`src/rtl/fpadd_arb_pkg.sv`:
```
// Shared types and constants for the fpadd arbiter: FSM encoding, quiet-NaN
// result for aborted operations, and the default watchdog limit.
package fpadd_arb_pkg;

    typedef enum logic [1:0] {
        ST_IDLE = 2'd0,
        ST_LOAD = 2'd1,
        ST_RUN  = 2'd2,
        ST_RESP = 2'd3
    } arb_state_e;

    localparam logic [31:0] FP_QNAN         = 32'h7FC0_0000;
    localparam int          DEFAULT_TIMEOUT = 15;
    localparam int          WD_W            = 4;

endpackage

```
`src/rtl/fpadd_arbiter_rr_select.sv`:
```
// Combinational round-robin picker: rotate the request vector by the pointer,
// take the lowest set bit, then map the offset back to a requester index.
module rr_select
    import fpadd_arb_pkg::*;
#(
    parameter int NREQ = 4,
    parameter int PW   = 2
) (
    input  logic [NREQ-1:0] req_i,
    input  logic [PW-1:0]   ptr_i,
    output logic [PW-1:0]   winner_o,
    output logic            valid_o
);

    logic [2*NREQ-1:0] reqTwice;
    logic [NREQ-1:0]   rotated;
    logic [PW-1:0]     offset;
    logic [PW:0]       sum;

    // Duplicating the vector turns the rotate into a plain shift, valid because
    // the pointer never exceeds NREQ-1.
    always_comb begin
        reqTwice = {req_i, req_i} >> ptr_i;
        rotated  = reqTwice[NREQ-1:0];
        offset   = '0;
        valid_o  = |rotated;
        for (int k = NREQ - 1; k >= 0; k--) begin
            if (rotated[k]) begin
                offset = PW'(k);
            end
        end
        sum = {1'b0, offset} + {1'b0, ptr_i};
        if (sum >= (PW+1)'(NREQ)) begin
            sum = sum - (PW+1)'(NREQ);
        end
        winner_o = sum[PW-1:0];
    end

endmodule

```
`src/rtl/fpadd_arbiter.sv`:
```
// Round-robin arbiter sharing one multi-cycle fpadd unit between NREQ
// requesters, with a watchdog that aborts a stalled operation with a quiet NaN.
module fpadd_arbiter
    import fpadd_arb_pkg::*;
#(
    parameter int NREQ    = 4,
    parameter int TIMEOUT = DEFAULT_TIMEOUT
) (
    input  logic               clk,
    input  logic               reset,
    input  logic [NREQ-1:0]    req,
    input  logic [32*NREQ-1:0] dataa_in,
    input  logic [32*NREQ-1:0] datab_in,
    output logic [NREQ-1:0]    ack,
    output logic [31:0]        result,
    output logic               busy,
    output logic               err,
    output logic               fp_start,
    output logic [31:0]        fp_dataa,
    output logic [31:0]        fp_datab,
    input  logic [31:0]        fp_result,
    input  logic               fp_done
);

    localparam int PW = (NREQ > 1) ? $clog2(NREQ) : 1;

    arb_state_e      state_q;
    logic [PW-1:0]   grant_q;
    logic [PW-1:0]   ptr_q;
    logic [WD_W-1:0] wd_q;
    logic [NREQ-1:0] ack_q;
    logic [31:0]     result_q;
    logic            busy_q;
    logic            err_q;
    logic            fpStart_q;
    logic [31:0]     fpDataA_q;
    logic [31:0]     fpDataB_q;

    logic [PW-1:0]   winner_d;
    logic            winValid_d;
    logic [31:0]     opA_d;
    logic [31:0]     opB_d;
    logic [NREQ-1:0] ackSet_d;

    rr_select #(
        .NREQ (NREQ),
        .PW   (PW)
    ) uSelect (
        .req_i    (req),
        .ptr_i    (ptr_q),
        .winner_o (winner_d),
        .valid_o  (winValid_d)
    );

    always_comb begin
        opA_d = '0;
        opB_d = '0;
        for (int i = 0; i < NREQ; i++) begin
            if (winner_d == PW'(i)) begin
                opA_d = dataa_in[32*i +: 32];
                opB_d = datab_in[32*i +: 32];
            end
        end
        ackSet_d = NREQ'(1) << grant_q;
    end

    // Operands stay frozen from IDLE until the next grant, so fpadd sees stable
    // inputs for the whole operation even if the requester lets go of req.
    always_ff @(posedge clk or posedge reset) begin
        if (reset) begin
            state_q   <= ST_IDLE;
            grant_q   <= '0;
            ptr_q     <= '0;
            wd_q      <= '0;
            ack_q     <= '0;
            result_q  <= '0;
            busy_q    <= 1'b0;
            err_q     <= 1'b0;
            fpStart_q <= 1'b0;
            fpDataA_q <= '0;
            fpDataB_q <= '0;
        end else begin
            case (state_q)
                ST_IDLE: begin
                    if (winValid_d) begin
                        grant_q   <= winner_d;
                        fpDataA_q <= opA_d;
                        fpDataB_q <= opB_d;
                        fpStart_q <= 1'b1;
                        busy_q    <= 1'b1;
                        state_q   <= ST_LOAD;
                    end
                end
                ST_LOAD: begin
                    fpStart_q <= 1'b0;
                    wd_q      <= '0;
                    state_q   <= ST_RUN;
                end
                ST_RUN: begin
                    if (fp_done) begin
                        result_q <= fp_result;
                        ack_q    <= ackSet_d;
                        state_q  <= ST_RESP;
                    end else if (wd_q == WD_W'(TIMEOUT)) begin
                        result_q <= FP_QNAN;
                        ack_q    <= ackSet_d;
                        err_q    <= 1'b1;
                        state_q  <= ST_RESP;
                    end else if (wd_q != '1) begin
                        wd_q <= wd_q + 1'b1;
                    end
                end
                ST_RESP: begin
                    ack_q   <= '0;
                    ptr_q   <= (grant_q == PW'(NREQ - 1)) ? '0 : grant_q + 1'b1;
                    busy_q  <= 1'b0;
                    state_q <= ST_IDLE;
                end
                default: begin
                    state_q <= ST_IDLE;
                end
            endcase
        end
    end

    assign ack      = ack_q;
    assign result   = result_q;
    assign busy     = busy_q;
    assign err      = err_q;
    assign fp_start = fpStart_q;
    assign fp_dataa = fpDataA_q;
    assign fp_datab = fpDataB_q;

endmodule

```
`config.mk`:
```
export PLATFORM = sky130hd
export DESIGN_NAME = fpadd_arbiter
export DESIGN_NICKNAME = d
export VERILOG_FILES = /design/src/rtl/fpadd_arb_pkg.sv /design/src/rtl/fpadd_arbiter_rr_select.sv /design/src/rtl/fpadd_arbiter.sv
export SDC_FILE = /design/constraint.sdc
export NUM_CORES = 1
export LEC_CHECK = 0
export CAP_MARGIN = 20
export CORE_AREA = 10 10 147 149
export CTS_BUF_LIST = sky130_fd_sc_hd__clkbuf_2
export DETAILED_ROUTE_END_ITERATION = 7
export DIE_AREA = 0 0 157 159
export DONT_BUFFER_PORTS = 1
export SLEW_MARGIN = 10
export SYNTH_ARGS = -nofsm -noshare
export SYNTH_HDL_FRONTEND = slang
export SYNTH_SLANG_ARGS = --single-unit
```
`constraint.sdc`:
```
create_clock -name clk -period 3.6 [get_ports clk]
set_input_delay 0.72 -clock clk [delete_from_list [all_inputs] [get_ports clk]]
set_output_delay 0.72 -clock clk [all_outputs]
set_load 0.05 [all_outputs]
```
==> impl_metrics.toml, run 1 <==
[clock_network]
postCtsResizedCells = 0
cts_post_setup_buffers_inserted = 0
cts.clk_slew.worst_paths_ns = 0.22
cts-root-buf = "clkbuf_2"
cts_buffers = 17
cts_tree = "built"
htreeDepth = 4
cts_hold_buf = 0
cts_sinks = 113
cts_buffer_depth = 2
clk_latency_ns = 0.69

[timing]
setup_violations = 0
max_freq_ghz = 0.3522
fin_tns_setup_ns = 0
finalCritPeriodShare_pct = 78.87
finalMaxSlewViolations = 0
maxSlewHeadroom_pct = 42.46
fin_skew_ns = 0.02637
rsz0062_at_grt = "no"
fin_crit_ns = 2.839
worstMarginPinSlew_ns = 0.8632
hold_viol = 0

[place]
place_inst = 1141
portBuffers = 0
hpwl_mm = 20.52
gp_congestion = 0.7668
placed_area_um2 = 8830

[synth]
syn_area_um2 = 8841
synthTopCellsByCount = "nor3_1 (257), mux2i_1 (256), dfrtp_1 (113)"
synth.most_common_cell = "nor3_1"
synth_top_area_share_pct = 31.98
ys_seq_elements = 113
async_reset_ff_share_pct = 100.0
ys_warn_count = 0
syn_area_per_cell_um2 = 8.930
synthMuxAreaShare_pct = 29.37
ys_seq_area_share_pct = 31.98
synth_nets = 1296
yosys.area_share.adder_pct = 1.557
synth_simple_gate_area_share_pct = 23.52
yosysUniqueCellTypes = 37
synth_top_flop_cell = "dfrtp_1"
synth-edff-count = 0
synth_top_area_cell = "dfrtp_1"
synthCells = 990
synth_top_family_by_area = "multiplexers"
synth_compound_area_share_pct = 5.222
synth_xor_area_share_pct = 0.4953
synth.area.top_cells = "dfrtp_1 (32%), mux2i_1 (29%), nor3_1 (15%)"

[die]
std_cell_rows = 50
die-width_um = 157
die_y_um = 159
dieArea_um2 = 24960
coreArea_um2 = 18580
start_util_pct = 47.58
ioPinCount = 398

[routing]
drt_iter0_drc = 393
met3WireLength_mm = 2.899
dr_wl_met2_mm = 13.38
wire_per_inst_um = 23.37
highest_layer = "met4"
drt-vias-per-instance = 6.041
vias = 7098
drt_wl_total_mm = 27.45
drtPass1Iterations = 5
drc = 0
ant_nets = 0
wl_met1_mm = 10.83

[finish]
final_util_pct = 48.91
fin_cells = 1175
num-nets-final = 1232
area_growth_pct = 2.788
finish.instance_area_um2 = 9087
fillers = 1751
drive_gt1_share_pct = 6.603

[setup_path]
cp-end-kind = "register"
r2r_cells = 9
r2r-start = "ptr_q[0]$_DFFE_PP0P_"
cp_max_fo = 39
r2r_slack_ns = 0.76
r2r-end = "fp_datab[21]$_DFFE_PP0P_"
cp.required_ns = 4.14
critical_path_class = "register to register"
crit_arrival_ns = 3.38
startpoint_type = "register"

[pwr]
ir_worst_vdd_mv = 0.5587
p_leak_nw = 4.497
p_per_area_nw_per_um2 = 1294

[flow_run]
maxCapViolCount = 0

[grt]
grt_pass1_vias = 6913
grt_pass1_wl_mm = 41.79
antenna_found_initial = 2
grt_util_all_layers_pct = 20.96
overflow = 0
grt_max_degree = 114

[hold_path]
worstHoldPathType = "primary input to asynchronous set/reset pin"

[run_status]
outcome = "complete, no violations"
-- how the worst max path moves through the flow --
stage | to | slack (ns) | cells after the start | startpoint
after floorplan | fp_datab[0]$_DFFE_PP0P_ | 0.78 | 11 | req[2]
after global placement | fp_datab[13]$_DFFE_PP0P_ | 0.62 | 10 | req[3]
after detailed placement | fp_datab[13]$_DFFE_PP0P_ | 0.56 | 10 | req[3]
after CTS | fp_datab[21]$_DFFE_PP0P_ | 0.73 | 9 | ptr_q[0]$_DFFE_PP0P_
after global routing | fp_dataa[31]$_DFFE_PP0P_ | 0.49 | 9 | ptr_q[0]$_DFFE_PP0P_
final | fp_datab[21]$_DFFE_PP0P_ | 0.76 | 9 | ptr_q[0]$_DFFE_PP0P_
-- report_power, final --
group | switching, mW | internal, mW | leakage (nW)
combinational | 3.85 | 2.60 | 2.95
clock | 0.566 | 0.388 | 0.150
sequential | 2.50 | 1.85 | 1.39
total | 6.92 | 4.84 | 4.50
-- metrics by stage --
stage	power (mW)	hold WS, ns	worst slack [ns]
2_1_floorplan	9.639	0.4886	0.7839
3_3_place_gp	10.78	0.5290	0.6210
3_5_place_dp	10.88	0.5246	0.5616
4_1_cts	11.83	0.01889	0.7308
5_1_grt	12.63	0.01204	0.4869
6_report	11.76	0.01307	0.7605
-- worst max-delay path: stages, from the launching register on --
cell,delay [ns]
dfrtp_1,0.56
and3_1,0.21
o21ai_0,0.15
o2111ai_1,0.19
ha_4,0.60
buf_12,0.31
mux2i_1,0.31
nor3_1,0.07
mux2i_1,0.17
nand3_1,0.10
-- cells by family (layout without fill, tap and decap cells) --
family,Yosys count,count (layout)
flip-flops,113,113
adder cells (fa/ha/maj),11,11
buffers and inverters,112,61
XOR/XNOR,5,5
AND/OR/NAND/NOR,431,431
AO/OA/AOI/OAI,59,59
other,0,2
multiplexers,259,259
-- final cells by class --
class	instances	area [µm²]	share of cell area (%)
inverter	7	30.03	0.3304
sequential	113	2828	31.12
antenna	2	5.005	0.05507
timing repair buffer	22	302.8	3.332
tap	234	292.8	3.222
multi-input combinational	765	5376	59.16
clock buffer	18	90.09	0.9913
clock inverter	14	162.7	1.790
-- cell usage in the layout, fill, tap and decap left out, drive strengths merged --
cell type and instances:
nor2 13, nor4 1, clkbuf 18, clkinv 7, bufinv 3, nor2b 4, inv 8, xor2 3
o22a 9, o211ai 1, o21a 2, a32oi 1, o31ai 1, o32ai 2, a21oi 3, o21ai 12
xnor2 2, a31oi 3, ha 11, mux2i 256, nand4 1, o2111ai 1, a22o 23, and2 1
clkinvlp 3, mux2 3, nor3 257, diode 2, dfrtp 113, nand3 67, nand2 78, and3 2
nand2b 6, or4 1, buf 22, o21bai 1
-- sequential cells by signal (all words and copies together), names as in the netlist, 2 cells and up --
| name | count |
|---|---|
| ack | 4 |
| fp_datab | 32 |
| state_q | 2 |
| ptr_q | 2 |
| grant_q | 2 |
| result | 32 |
| wd_q | 4 |
| fp_dataa | 32 |
-- routing by layer --
layer / up-vias / global-route usage [%]
li1: 3507 / -
met1: 3300 / 24.72
met2: 271 / 34.43
met3: 20 / 8.608
met4: 0 / 5.193
met5: - / 0
Note: power is estimated with default switching activity, not from simulation.
==> inputs of run 2 (changes only) <==
--- a/config.mk
+++ b/config.mk
@@ -5,6 +5,7 @@
 export SDC_FILE = /design/constraint.sdc
 export NUM_CORES = 1
 export LEC_CHECK = 0
+export ABC_AREA = 1
 export CAP_MARGIN = 20
 export CORE_AREA = 10 10 147 149
 export CTS_BUF_LIST = sky130_fd_sc_hd__clkbuf_2
==> constraint.sdc (replaced) <==
create_clock -name clk -period 2.9 [get_ports clk]
set_input_delay 0.58 -clock clk [delete_from_list [all_inputs] [get_ports clk]]
set_output_delay 0.58 -clock clk [all_outputs]
set_load 0.05 [all_outputs]
==> run 2 against run 1 <==
  * Register-to-register slack worse by 0.54 ns
  * Utilization down 7.5 points
  * Worst hold slack better by 0.071 ns
  * First-iteration DRC count down 2.8%
  * Clock skew up 0.015 ns
  * Flip-flop and latch count unchanged
  * Global-route usage down 0.84 points
  * Wire length down 4.3%
  * Non-clock buffer count up 34
  * Sequential share of layout area up 5.6 points
  * Via count down 6.9%
  * Synthesized area down 23%
  * Critical endpoint is now fp_dataa[31]$_DFFE_PP0P_
==> impl_metrics.toml, run 2 <==
[die]
die_y_um = 159
start_util_pct = 36.76
die-width_um = 157
coreArea_um2 = 18580
std_cell_rows = 50
ioPinCount = 398
dieArea_um2 = 24960

[setup_path]
critical_path_class = "register to register"
cp-end-kind = "register"
crit_slowest_cell = "dfrtp_2"
crit_chain = "inv_2 -> nand2_1 -> nand3_1 -> nand2_1 -> nand3_1 -> a21boi_0 -> ha_2 -> xnor2_1 -> inv_1 -> nand2_4 -> nand2_8 -> nor2_4 -> buf_12 -> nand2_1 -> nand3_1 -> nand2_1 -> nand2_1"
cp.required_ns = 3.51
max_stage_delay_ns = 0.49
cp_max_fo = 43
startpoint_type = "register"
crit_arrival_ns = 3.29
cp_common_cell = "nand2_1"

[clock_network]
cts_tree = "built"
clk_latency_ns = 0.68
cts_buffer_depth = 2
cts_sinks = 113
cts_buffers = 17
cts.clk_slew.worst_paths_ns = 0.24
htreeDepth = 4
cts-root-buf = "clkbuf_2"
cts_post_setup_buffers_inserted = 0

[flow_run]
maxCapViolCount = 0

[finish]
finish.instance_area_um2 = 7696
area_growth_pct = 12.68
final_common_cell = "nand2_1"
fillers = 1913
layout_common_cells = "nand2_1 (338), inv_1 (119), nand3_1 (118)"
num-nets-final = 1284
drive_gt1_share_pct = 7.871

[synth]
syn_area_um2 = 6830
synth.most_common_cell = "nand2_1"
synth_top_flop_cell = "dfrtp_1"
synth_nets = 1268
synth-edff-count = 0
synthCells = 962
ys_seq_area_share_pct = 41.40
synth_top_area_cell = "dfrtp_1"
ys_seq_elements = 113
yosysUniqueCellTypes = 32
syn_area_per_cell_um2 = 7.100
async_reset_ff_share_pct = 100.0
synth_top_area_share_pct = 41.40
ys_warn_count = 0
synthTopCellsByCount = "nand2_1 (338), inv_1 (121), nand3_1 (118)"
synth.area.top_cells = "dfrtp_1 (41%), nand2_1 (19%), nand3_1 (8.6%)"

[grt]
antenna_found_initial = 2
overflow = 0
grt_pass1_vias = 6662
grt_util_all_layers_pct = 20.12
grt_max_degree = 113
grt_pass1_wl_mm = 39.46

[routing]
drc = 0
drt_iter0_drc = 382
vias = 6609
drt_wl_total_mm = 26.27
ant_nets = 0
drt-vias-per-instance = 5.386
wire_per_inst_um = 21.41
drtPass1Iterations = 5

[timing]
fin_crit_ns = 2.675
setup_violations = 0
finalCritPeriodShare_pct = 92.24
finalMaxSlewViolations = 0
rsz0062_at_grt = "no"
hold_viol = 0
max_freq_ghz = 0.3738
fin_skew_ns = 0.04179
holdWs_ns = 0.08399
worstMarginPinSlew_ns = 0.7685
maxSlewHeadroom_pct = 48.77
fin_tns_setup_ns = 0

[place]
portBuffers = 0
placed_area_um2 = 7048
gp_congestion = 0.9068
hpwl_mm = 19.62

[run_status]
outcome = "complete, no violations"

[hold_path]
worstHoldPathType = "primary input to register"
-- run 2: cell types whose count changed in the layout (fill, tap and decap cells not counted), moves of 19 or more --
cell,previous run,this run
dlygate4sd3_1,0,37
inv_1,6,119
mux2i_1,256,0
nand2_1,78,338
nand3_1,67,118
nand4_1,1,20
nor3_1,257,5
o21ai_0,9,55
o21ai_1,3,56
-- run 2: cells by family after synthesis --
kind of cell	count (synthesis)	share of synthesized area, %
compound gates	150	12.95
xor+xnor	1	0.1283
fa+ha+maj	11	2.015
buf+inv	184	11.43
flops	113	41.40
simple gates	503	32.08
-- run 2: metrics by stage --
step | std cells | util [%] | worst slack, ns
CTS | 1220 | 41.06 | 0.1689
floorplan | 962 | - | 0.4540
finish | 1227 | 41.42 | 0.2251
global placement | 1155 | 37.93 | 0.2452
global route | 1227 | 41.42 | 0.01717
detailed placement | 1155 | 37.93 | 0.2200
-- run 2: area by class of cell --
cell class | instances | area, µm² | area share, %
multi-input cells | 665 | 3232 | 41.99
diodes | 2 | 5.005 | 0.06503
clock buffers | 17 | 85.08 | 1.106
well taps | 234 | 292.8 | 3.804
clock inverters | 15 | 166.4 | 2.162
repair buffers | 56 | 613.1 | 7.966
inverters | 125 | 473.0 | 6.145
flip-flops and latches | 113 | 2829 | 36.76
-- run 2: timing repair --
item,4_1_cts,5_1_grt
resized for setup,0,1
setup endpoints to repair,0,8
hold buffers,33,4
endpoints found under the hold margin,145,3
-- run 2: metal layers --
metal	wire, µm	up-vias	GRT usage, %
li1	-	3133	-
met1	9885	3063	22.73
met3	3245	45	8.797
met5	0	-	0
met4	688	0	7.167
met2	12450	368	32.85
-- run 2: critical path, delay by kind of cell (launching register included) --
| family | cells | cell delay [ns] |
|---|---|---|
| compound gates | 1 | 0.19 |
| fa+ha+maj | 1 | 0.21 |
| buf+inv | 3 | 0.42 |
| xor+xnor | 1 | 0.18 |
| flops | 1 | 0.49 |
| simple gates | 11 | 1.09 |
-- run 2: path summary, 6_finish.rpt --
path | start | end | slack [ns] | depth (start not counted)
min in group asynchronous | reset | fp_dataa[26]$_DFFE_PP0P_ | 0.21 | 2
worst min register to register | wd_q[3]$_DFFE_PP0P_ | wd_q[3]$_DFFE_PP0P_ | 0.58 | 2
worst max register to register | ptr_q[0]$_DFFE_PP0P_ | fp_dataa[31]$_DFFE_PP0P_ | 0.23 | 17
max in group asynchronous | reset | fp_datab[4]$_DFFE_PP0P_ | 1.86 | 3
worst min-delay path | datab_in[108] | fp_datab[12]$_DFFE_PP0P_ | 0.08 | 4
worst max-delay path | ptr_q[0]$_DFFE_PP0P_ | fp_dataa[31]$_DFFE_PP0P_ | 0.23 | 17
Power of run 2 is left out: the tool's default activity adds up to more than one toggle a clock period on the data nets, which glitch-free logic cannot reach.
==> inputs of run 3 (changes only) <==
--- a/config.mk
+++ b/config.mk
@@ -12,6 +12,7 @@
 export DETAILED_ROUTE_END_ITERATION = 7
 export DIE_AREA = 0 0 157 159
 export DONT_BUFFER_PORTS = 1
+export PLACE_DENSITY = 0.48
 export SLEW_MARGIN = 10
 export SYNTH_ARGS = -nofsm -noshare
 export SYNTH_HDL_FRONTEND = slang
==> run 3 against run 2 <==
  * Global-route usage up 0.83 points
  * Sequential share of layout area down 0.091 points
  * Wire length up 3.1%
  * Critical endpoint is now fp_dataa[17]$_DFFE_PP0P_
==> impl_metrics.toml, run 3 (synthesis results as in run 2) <==
[grt]
grt_pass1_vias = 6767
overflow = 0
grt_util_all_layers_pct = 20.94
grt_pass1_wl_mm = 40.51
grt_max_degree = 71
antenna_found_initial = 3

[flow_run]
maxCapViolCount = 0

[setup_path]
cp.required_ns = 3.46
startpoint = "ptr_q[0]$_DFFE_PP0P_"
critical_path_class = "register to register"
r2r-start = "ptr_q[0]$_DFFE_PP0P_"
worstSetupEndpoint = "fp_dataa[17]$_DFFE_PP0P_"
r2r-end = "fp_dataa[17]$_DFFE_PP0P_"
crit_arrival_ns = 3.15
cp-end-kind = "register"
r2r_slack_ns = 0.31
r2r_cells = 17
startpoint_type = "register"
cp_max_fo = 31

[routing]
wire_per_inst_um = 22.03
drt_iter0_drc = 356
drt-vias-per-instance = 5.152
drtPass1Iterations = 5
drc = 0
ant_nets = 0
vias = 6337
drt_wl_total_mm = 27.09

[clock_network]
cts_buffers = 17
cts-root-buf = "clkbuf_2"
cts_sinks = 113
cts.clk_slew.worst_paths_ns = 0.22
clk_latency_ns = 0.64
htreeDepth = 4
cts_buffer_depth = 2
cts_tree = "built"

[die]
start_util_pct = 36.76
coreArea_um2 = 18580
die-width_um = 157
die_y_um = 159
std_cell_rows = 50
ioPinCount = 398
dieArea_um2 = 24960

[timing]
max_freq_ghz = 0.3861
rsz0062_at_grt = "no"
fin_crit_ns = 2.590
fin_skew_ns = 0.03124
worstMarginPinSlew_ns = 0.7880
finalMaxSlewViolations = 0
finalCritPeriodShare_pct = 89.30
hold_viol = 0
setup_violations = 0
fin_tns_setup_ns = 0
maxSlewHeadroom_pct = 47.46

[finish]
drive_gt1_share_pct = 8.350
fin_cells = 1230
num-nets-final = 1287
final_common_cell = "nand2_1"
area_growth_pct = 13.01
fillers = 1964
layout_common_cells = "nand2_1 (338), inv_1 (119), nand3_1 (118)"

[place]
hpwl_mm = 20.82
place_inst = 1158
gp_congestion = 0.8411
portBuffers = 0

[hold_path]
worstHoldPathType = "primary input to register"
holdCritStartpoint = "dataa_in[98]"

[run_status]
outcome = "complete, no violations"
[run 3: cell count changes in the layout (fill, tap and decap cells not counted), sizes merged]
cell / delta
buf: +4
bufinv: +1
clkbuf: +2
clkinv: +5
dlygate4sd3: -1
inv: -8
[run 3: layout make-up]
type                            instances  area [µm²]  share of cell area, %
Multi-Input combinational cell        665        3232                  41.87
Sequential cell                       113        2830                  36.67
Timing Repair Buffer                   59       653.1                  8.462
Inverter                              125       473.0                  6.127
Tap cell                              234       292.8                  3.793
Clock inverter                         13       137.6                  1.783
Clock buffer                           19       95.09                  1.232
Antenna cell                            2       5.005                0.06484
[run 3: worst max-delay path, cell delays in order (launching register included)]
cell	delay [ns]
dfrtp_2	0.49
inv_2	0.10
nand2_1	0.07
nand3_1	0.07
nand2_1	0.08
nand3_1	0.08
a21boi_0	0.09
ha_2	0.18
xnor2_1	0.30
inv_1	0.13
nand2_4	0.13
nand2_8	0.10
nor2_4	0.20
buf_12	0.20
nand2_1	0.07
nand3_1	0.09
nand2_1	0.06
nand2_1	0.05
[run 3: worst min path at each step]
| stage | to | slack, ns | cells past startpoint |
|---|---|---|---|
| 6_report | fp_dataa[2]$_DFFE_PP0P_ | 0.11 | 4 |
| 5_1_grt | fp_dataa[1]$_DFFE_PP0P_ | 0.02 | 4 |
| 4_1_cts | fp_datab[7]$_DFFE_PP0P_ | 0.005 | 4 |
| 3_5_place_dp | grant_q[0]$_DFFE_PP0P_ | 0.55 | 2 |
| 3_3_place_gp | wd_q[3]$_DFFE_PP0P_ | 0.55 | 2 |
| 2_1_floorplan | grant_q[0]$_DFFE_PP0P_ | 0.51 | 2 |
[run 3: stage by stage]
step	setup slack, ns	cell area (µm²)	hold slack (ns)	util, %
after floorplan	0.4540	6834	0.5064	-
after CTS	0.1680	7676	0.004516	41.31
after detailed placement	0.1896	7083	0.5475	38.12
final	0.3102	7719	0.1149	41.54
after global routing	0.02273	7719	0.02255	41.54
after global placement	0.2654	7083	0.5535	38.12
[run 3: repair_timing]
item                                    in CTS  in global routing
hold buffers                                36                  0
hold endpoints to repair                   148                  0
gates resized for setup                      0                  2
endpoints found under the setup margin       0                 22
buffers inserted                             0                  1
[run 3: routing by layer]
layer	vias to the layer above	part of all wire [%]	track usage [%]
li1	3130	-	-
met1	2874	36	22.23
met2	296	50	35.53
met3	35	12	10.33
met4	2	1.9	6.352
met5	-	0.074	0
Power of run 3 is left out for the same reason.
